$ cat config.mk
export PLATFORM = sky130hd
export DESIGN_NAME = reg_bank_sequencer_flat
export DESIGN_NICKNAME = d
export VERILOG_FILES = /design/src/rtl/reg_bank_pkg.sv /design/src/rtl/reg_bank_sequencer_if.sv /design/src/rtl/reg_bank_sequencer_exec_timer.sv /design/src/rtl/reg_bank_sequencer.sv /design/src/flat_wrapper.sv
export SDC_FILE = /design/constraint.sdc
export NUM_CORES = 1
export LEC_CHECK = 0
export ABC_AREA = 1
export CAP_MARGIN = 40
export CORE_MARGIN = 2
export CORE_UTILIZATION = 49
export CTS_BUF_LIST = sky130_fd_sc_hd__clkbuf_16
export CTS_CLUSTER_DIAMETER = 200
export CTS_CLUSTER_SIZE = 30
export DETAILED_ROUTE_END_ITERATION = 7
export PLACE_DENSITY_LB_ADDON = 0.12
export SYNTH_ARGS = -nofsm -noshare
export SYNTH_HDL_FRONTEND = slang
export SYNTH_HIERARCHICAL = 1
export SYNTH_SLANG_ARGS = --single-unit
$ cat constraint.sdc
create_clock -name clk -period 3.77 [get_ports clk]
set_input_delay 0.754 -clock clk [delete_from_list [all_inputs] [get_ports clk]]
set_output_delay 0.754 -clock clk [all_outputs]
set_load 0.1 [all_outputs]
$ cat src/rtl/reg_bank_pkg.sv
// Shared types and constants for the register-bank sequencer.
package reg_bank_pkg;

  typedef enum logic [1:0] {
    ST_IDLE   = 2'd0,
    ST_DECODE = 2'd1,
    ST_EXEC   = 2'd2,
    ST_WB     = 2'd3
  } state_e;

  localparam logic [3:0] OP_NOP     = 4'd0;
  localparam logic [3:0] OP_LDI     = 4'd1;
  localparam logic [3:0] OP_ALU_MIN = 4'd2;
  localparam logic [3:0] OP_ALU_MAX = 4'd7;

  // Instruction field positions: opcode | dest | src1 | src2 | imm
  localparam int OPC_MSB  = 31;
  localparam int OPC_LSB  = 28;
  localparam int DEST_MSB = 27;
  localparam int DEST_LSB = 24;
  localparam int SRC1_MSB = 23;
  localparam int SRC1_LSB = 20;
  localparam int SRC2_MSB = 19;
  localparam int SRC2_LSB = 16;
  localparam int IMM_MSB  = 15;
  localparam int IMM_LSB  = 0;

  function automatic logic is_alu_op(input logic [3:0] op);
    return (op >= OP_ALU_MIN) && (op <= OP_ALU_MAX);
  endfunction

endpackage

$ cat src/rtl/reg_bank_sequencer_if.sv
// Instruction handshake, ALU handshake and register-bank control bundle.
interface reg_bank_sequencer_if;
  logic [31:0] instr;
  logic        instr_valid;
  logic        instr_ready;
  logic        alu_done;
  logic [3:0]  src1_sel;
  logic [3:0]  src2_sel;
  logic [3:0]  dest_sel;
  logic        reg_wr_en;
  logic        ldr_sel;
  logic [31:0] imm_out;
  logic        alu_start;
  logic [2:0]  alu_op;
  logic        err_illegal;
  logic        err_timeout;
  logic [15:0] retired_cnt;

  // Instruction source / ALU side
  modport master (
    output instr, instr_valid, alu_done,
    input  instr_ready, src1_sel, src2_sel, dest_sel, reg_wr_en, ldr_sel,
           imm_out, alu_start, alu_op, err_illegal, err_timeout, retired_cnt
  );

  // Sequencer side
  modport slave (
    input  instr, instr_valid, alu_done,
    output instr_ready, src1_sel, src2_sel, dest_sel, reg_wr_en, ldr_sel,
           imm_out, alu_start, alu_op, err_illegal, err_timeout, retired_cnt
  );
endinterface

$ cat src/rtl/reg_bank_sequencer_exec_timer.sv
// EXEC-state cycle counter. Counts completed EXEC cycles; in the first EXEC
// cycle the count is 0, so the last allowed cycle is ALU_TIMEOUT-1.
module exec_timer #(
  parameter int unsigned ALU_TIMEOUT = 16
) (
  input  logic clk,
  input  logic reset_n,
  input  logic clear_i,
  input  logic count_i,
  output logic first_o,
  output logic timeout_o
);

  localparam logic [7:0] LAST = 8'(ALU_TIMEOUT - 1);

  logic [7:0] cnt_q, cnt_d;

  // Clear on EXEC entry, advance while in EXEC, park at the last value
  always_comb begin
    cnt_d = cnt_q;
    if (clear_i) begin
      cnt_d = '0;
    end else if (count_i && (cnt_q != LAST)) begin
      cnt_d = cnt_q + 8'd1;
    end
  end

  // Counter register
  always_ff @(posedge clk or negedge reset_n) begin
    if (!reset_n) begin
      cnt_q <= '0;
    end else begin
      cnt_q <= cnt_d;
    end
  end

  assign first_o   = count_i && (cnt_q == 8'd0);
  assign timeout_o = count_i && (cnt_q == LAST);

endmodule

$ cat src/rtl/reg_bank_sequencer.sv
// Single-issue sequencer driving a register bank and an external ALU.
//
//   state  | meaning
//   IDLE   | ready for an instruction, captures it on instr_valid
//   DECODE | classify captured opcode (NOP / LDI / ALU / illegal)
//   EXEC   | ALU launched, waiting for alu_done or timeout
//   WB     | one-cycle register-bank write, bump retired count
module reg_bank_sequencer
  import reg_bank_pkg::*;
#(
  parameter int unsigned ALU_TIMEOUT = 16
) (
  input  logic                 clk,
  input  logic                 reset_n,
  reg_bank_sequencer_if.slave  bus
);

  state_e      state_q, state_d;

  logic [3:0]  op_q;
  logic [3:0]  dest_q;
  logic [3:0]  src1_q;
  logic [3:0]  src2_q;
  logic [15:0] imm_q;
  logic        ldr_sel_q;
  logic        err_ill_q;
  logic        err_to_q;
  logic [15:0] retired_cnt_q, retired_cnt_d;

  logic        accept;
  logic        illegal_hit;
  logic        timeout_hit;
  logic        instr_ready;
  logic        reg_wr_en;
  logic        alu_start;
  logic        tmr_clear;
  logic        tmr_first;
  logic        tmr_timeout;

  exec_timer #(.ALU_TIMEOUT(ALU_TIMEOUT)) u_exec_timer (
    .clk       (clk),
    .reset_n   (reset_n),
    .clear_i   (tmr_clear),
    .count_i   (state_q == ST_EXEC),
    .first_o   (tmr_first),
    .timeout_o (tmr_timeout)
  );

  // State register
  always_ff @(posedge clk or negedge reset_n) begin
    if (!reset_n) begin
      state_q <= ST_IDLE;
    end else begin
      state_q <= state_d;
    end
  end

  // Next-state logic; alu_done beats the timeout in the same cycle
  always_comb begin
    state_d = state_q;
    unique case (state_q)
      ST_IDLE: begin
        if (bus.instr_valid) state_d = ST_DECODE;
      end
      ST_DECODE: begin
        if (op_q == OP_NOP)       state_d = ST_IDLE;
        else if (op_q == OP_LDI)  state_d = ST_WB;
        else if (is_alu_op(op_q)) state_d = ST_EXEC;
        else                      state_d = ST_IDLE;
      end
      ST_EXEC: begin
        if (bus.alu_done)      state_d = ST_WB;
        else if (tmr_timeout)  state_d = ST_IDLE;
      end
      ST_WB:   state_d = ST_IDLE;
      default: state_d = ST_IDLE;
    endcase
  end

  // Moore outputs and per-state event strobes
  always_comb begin
    instr_ready = (state_q == ST_IDLE);
    reg_wr_en   = (state_q == ST_WB);
    alu_start   = tmr_first;
    accept      = instr_ready && bus.instr_valid;
    illegal_hit = (state_q == ST_DECODE) && (op_q > OP_ALU_MAX);
    timeout_hit = (state_q == ST_EXEC) && tmr_timeout && !bus.alu_done;
    tmr_clear   = (state_q == ST_DECODE) && (state_d == ST_EXEC);
  end

  // Retired-write counter wraps naturally at 16 bits
  always_comb begin
    retired_cnt_d = retired_cnt_q;
    if (reg_wr_en) retired_cnt_d = retired_cnt_q + 16'd1;
  end

  // Capture registers, load-mux select, error pulses, retired count
  always_ff @(posedge clk or negedge reset_n) begin
    if (!reset_n) begin
      op_q          <= '0;
      dest_q        <= '0;
      src1_q        <= '0;
      src2_q        <= '0;
      imm_q         <= '0;
      ldr_sel_q     <= 1'b0;
      err_ill_q     <= 1'b0;
      err_to_q      <= 1'b0;
      retired_cnt_q <= '0;
    end else begin
      if (accept) begin
        op_q   <= bus.instr[OPC_MSB:OPC_LSB];
        dest_q <= bus.instr[DEST_MSB:DEST_LSB];
        src1_q <= bus.instr[SRC1_MSB:SRC1_LSB];
        src2_q <= bus.instr[SRC2_MSB:SRC2_LSB];
        imm_q  <= bus.instr[IMM_MSB:IMM_LSB];
      end
      if (state_q == ST_DECODE) begin
        if (state_d == ST_WB)        ldr_sel_q <= 1'b1;
        else if (state_d == ST_EXEC) ldr_sel_q <= 1'b0;
      end
      err_ill_q     <= illegal_hit;
      err_to_q      <= timeout_hit;
      retired_cnt_q <= retired_cnt_d;
    end
  end

  assign bus.instr_ready = instr_ready;
  assign bus.reg_wr_en   = reg_wr_en;
  assign bus.alu_start   = alu_start;
  assign bus.src1_sel    = src1_q;
  assign bus.src2_sel    = src2_q;
  assign bus.dest_sel    = dest_q;
  assign bus.ldr_sel     = ldr_sel_q;
  assign bus.imm_out     = {16'h0000, imm_q};
  assign bus.alu_op      = op_q[2:0];
  assign bus.err_illegal = err_ill_q;
  assign bus.err_timeout = err_to_q;
  assign bus.retired_cnt = retired_cnt_q;

endmodule
$ cat src/flat_wrapper.sv
// flat-port wrapper written by rule: the top's interface ports become plain ports
module reg_bank_sequencer_flat import reg_bank_pkg::*;
#(
  parameter int unsigned ALU_TIMEOUT = 16
)
  (clk, reset_n, bus_instr, bus_instr_valid, bus_alu_done, bus_instr_ready, bus_src1_sel, bus_src2_sel, bus_dest_sel, bus_reg_wr_en, bus_ldr_sel, bus_imm_out, bus_alu_start, bus_alu_op, bus_err_illegal, bus_err_timeout, bus_retired_cnt);
  reg_bank_sequencer_if bus_i ();
  input  logic clk;
  input  logic reset_n;
  input wire logic [$bits(bus_i.instr)-1:0] bus_instr;
  input wire logic [$bits(bus_i.instr_valid)-1:0] bus_instr_valid;
  input wire logic [$bits(bus_i.alu_done)-1:0] bus_alu_done;
  output wire logic [$bits(bus_i.instr_ready)-1:0] bus_instr_ready;
  output wire logic [$bits(bus_i.src1_sel)-1:0] bus_src1_sel;
  output wire logic [$bits(bus_i.src2_sel)-1:0] bus_src2_sel;
  output wire logic [$bits(bus_i.dest_sel)-1:0] bus_dest_sel;
  output wire logic [$bits(bus_i.reg_wr_en)-1:0] bus_reg_wr_en;
  output wire logic [$bits(bus_i.ldr_sel)-1:0] bus_ldr_sel;
  output wire logic [$bits(bus_i.imm_out)-1:0] bus_imm_out;
  output wire logic [$bits(bus_i.alu_start)-1:0] bus_alu_start;
  output wire logic [$bits(bus_i.alu_op)-1:0] bus_alu_op;
  output wire logic [$bits(bus_i.err_illegal)-1:0] bus_err_illegal;
  output wire logic [$bits(bus_i.err_timeout)-1:0] bus_err_timeout;
  output wire logic [$bits(bus_i.retired_cnt)-1:0] bus_retired_cnt;
  assign bus_i.instr = bus_instr;
  assign bus_i.instr_valid = bus_instr_valid;
  assign bus_i.alu_done = bus_alu_done;
  assign bus_instr_ready = bus_i.instr_ready;
  assign bus_src1_sel = bus_i.src1_sel;
  assign bus_src2_sel = bus_i.src2_sel;
  assign bus_dest_sel = bus_i.dest_sel;
  assign bus_reg_wr_en = bus_i.reg_wr_en;
  assign bus_ldr_sel = bus_i.ldr_sel;
  assign bus_imm_out = bus_i.imm_out;
  assign bus_alu_start = bus_i.alu_start;
  assign bus_alu_op = bus_i.alu_op;
  assign bus_err_illegal = bus_i.err_illegal;
  assign bus_err_timeout = bus_i.err_timeout;
  assign bus_retired_cnt = bus_i.retired_cnt;
  reg_bank_sequencer #(.ALU_TIMEOUT(ALU_TIMEOUT)) u_core (.clk(clk), .reset_n(reset_n), .bus(bus_i));
endmodule
==> summary.md <==
| Metric | Value |
|---|---|
| Status | `finished, final reports clean` |
| Top-Level Pins | `105` |
| Num CTS Buffers | `9` |
| Htree depth | `3` |
| Drt total wl | `8730 µm` |
| Post-synth EDFFs | `0` |
| Footprint of the multi-input gates | `1269 µm²` |
| Hold Path Class | `in -> async` |
| Register area | `1526 µm²` |
| Row cnt | `28` |
| Ys flop type | `dfrtp_1` |
| Initial DRC count | `233` |
| Global placer's final weighted congestion | `0.8318` |
| Number of global-route vias before repair | `2720` |
| Async S/R FF share, synth | `100.0%` |
| Worst-path clk slew | `50 ps` |
| Slew Viols, Final | `0` |
| GR Overflow Total | `0` |
| Via count | `2570` |
| Clock Skew | `7.707 ps` |
| Area grow syn2layout | `67.04%` |
| Final TNS setup | `0 ps` |
| Pre-Repair DR Iteration Count | `4` |
| First-pass GRT wire length | `13890 µm` |
| Placed Area | `4697 µm²` |
| CP Max Fanout | `6` |
| MaxCap Viol Count | `0` |
| Max clock buf depth | `2` |
| Least-Margin Pin Slew | `600.9 ps` |
| Post-layout minimum cycle time | `2645 ps` |
| Final core occ | `84.51%` |
| R2r setup slk | `1610 ps` |
| Final Hold Fails | `0` |
| Critical Path RT | `3020 ps` |
| DRC Markers | `0` |
| Crit. End Element | `output port` |
| Largest net degree at the start of global routing | `36` |
| DIE AREA | `6754 µm²` |
| Setup Buffers After CTS | `0` |
| CORE AREA | `5921 µm²` |
| Mapped Cells | `282` |
| Design area | `5004 µm²` |
| Post-cts gate resize count | `0` |
| Initial antenna violation count | `0` |
| N_diodes | `0` |
| Mapped Area | `2995 µm²` |
| Via-per-instance ratio | `5.079` |
| CTS Root Cell | `clkbuf_16` |
| Slew headroom | `59.90%` |
| Clk sinks | `61` |
| Fmax | `378.1 MHz` |
| Port bufs | `88` |
| Avg Inst Size Synth | `10.62 µm²` |
| Hold-fix buffers, CTS | `0` |
| Arrival time worst endpoint | `1890 ps` |
| Distinct cells, synth | `26` |
| Die height | `82.19 µm` |
| WS Path Type | `reg -> out` |
| Die width | `82.19 µm` |
| Post-route ant nets | `0` |
| CTS tree | `done` |
| Final Setup Violations | `0` |
| Worst-skew pair later-pin latency | `330 ps` |
| Share of layout cells above drive strength 1 | `25.75%` |
| Avg WL per Cell | `17.25 µm` |
| GRT Util Overall | `28.45%` |
| Count of state elements after synthesis | `61` |
| Fill count | `293` |
| Post-route clock period utilization | `70.15%` |
| Unrepaired setup endpoints after global routing | `false` |
| CP Launch Type | `register` |
| Initial Utilization | `50.59%` |
| Sequential fraction of the synthesis area | `50.96%` |
| Yosys warns | `6` |
| Final nets | `465` |
| Hpwl dp | `6002 µm` |
==> final cells by class <==
class	count	share of cell area (%)
clock inverters	7	1.625
clock buffers	9	4.501
inverters	23	1.725
flip-flops and latches	61	30.51
multi-input cells	191	25.36
repair buffers	140	34.41
well taps	75	1.875
==> per-stage QoR <==
step / setup WS, ps / hold slack, ps / cells
floorplan: 505.9 / 458.4 / 297
CTS: 1104 / 368.3 / 506
finish: 1125 / 358.7 / 506
detailed placement: 982.0 / 475.0 / 490
global placement: 1069 / 461.1 / 439
global route: 997.4 / 388.1 / 506
==> cell usage after synthesis (3+ instances only) <==
cell type,instances,area [µm²]
nand2_1,54,202.7
buf_4,19,142.6
xor2_1,7,61.31
nor2_1,28,105.1
nor2_4,4,45.04
o21ai_1,3,15.01
buf_6,3,33.78
ha_1,3,37.54
nand4_1,6,37.54
nor3_1,3,15.01
inv_1,23,86.33
mux2_2,5,56.30
nand3_1,15,75.07
xnor2_1,7,61.31
dfrtp_1,61,1526
mux2_4,25,375.4
==> state kept, by name, summed over array words and instances, names as in the netlist <==
| register | count |
|---|---|
| u_core/bus.dest_sel | 4 |
| u_core/bus.err_illegal | 1 |
| u_core/bus.err_timeout | 1 |
| u_core/bus.ldr_sel | 1 |
| u_core/bus.retired_cnt | 16 |
| u_core/bus.src1_sel | 4 |
| u_core/bus.src2_sel | 4 |
| u_core/imm_q | 16 |
| u_core/op_q | 4 |
| u_core/state_q | 2 |
| u_core/u_exec_timer/cnt_q | 8 |
==> routing by layer <==
layer	wire (µm)	vias to the layer above	GRT usage, %	share of wire, %
li1	-	1168	-	-
met1	3284	1254	31.94	38
met2	4719	117	50.00	54
met3	443	31	7.609	5.1
met4	282	0	13.33	3.2
met5	0	-	0	0
==> final timing paths <==
path	from	depth (start not counted)	endpoint
setup / recovery	u_core/state_q[1]$_DFF_PN0_	5	bus_alu_start
hold / removal	reset_n	1	u_core/bus.dest_sel[3]$_DFFE_PN0P_
setup reg to reg	u_core/state_q[1]$_DFF_PN0_	8	u_core/u_exec_timer/cnt_q[4]$_DFFE_PN0P_
hold reg to reg	u_core/bus.ldr_sel$_DFFE_PN0P_	2	u_core/bus.ldr_sel$_DFFE_PN0P_
max in group asynchronous	reset_n	3	u_core/op_q[0]$_DFFE_PN0P_
min in group clk	u_core/bus.ldr_sel$_DFFE_PN0P_	2	u_core/bus.ldr_sel$_DFFE_PN0P_
==> cell usage in the layout (no fill, tap or decap), types with 4 or more instances in the layout <==
cell type	Yosys	routed
inv_1	23	24
nand3_1	15	15
nand2_1	54	54
xor2_1	7	7
mux2_4	25	25
mux2_2	5	5
buf_4	19	4
xnor2_1	7	7
nand4_1	6	6
nor2_4	4	4
clkdlybuf4s50_1	0	84
conb_1	1	16
dfrtp_1	61	61
nor2_1	28	28
buf_8	0	44
clkbuf_16	0	9
buf_16	0	6
==> critical path: stages, from the launching register on <==
cell,delay (ps)
dfrtp_1,480
inv_1,90
nor2_1,300
nand2_1,120
nor4_2,230
buf_4,330
==> kinds of logic after synthesis <==
kind of cell	Yosys count	share of synthesized area, %
compound gates	9	1.671
simple gates	119	18.71
xor+xnor	14	4.094
flops	61	50.96
other cells	1	0.1252
mux	30	14.41
buf+inv	45	8.772
fa+ha+maj	3	1.253
Power is left out: the tool's default activity adds up to more than one toggle a clock period on the data nets, which glitch-free logic cannot reach.
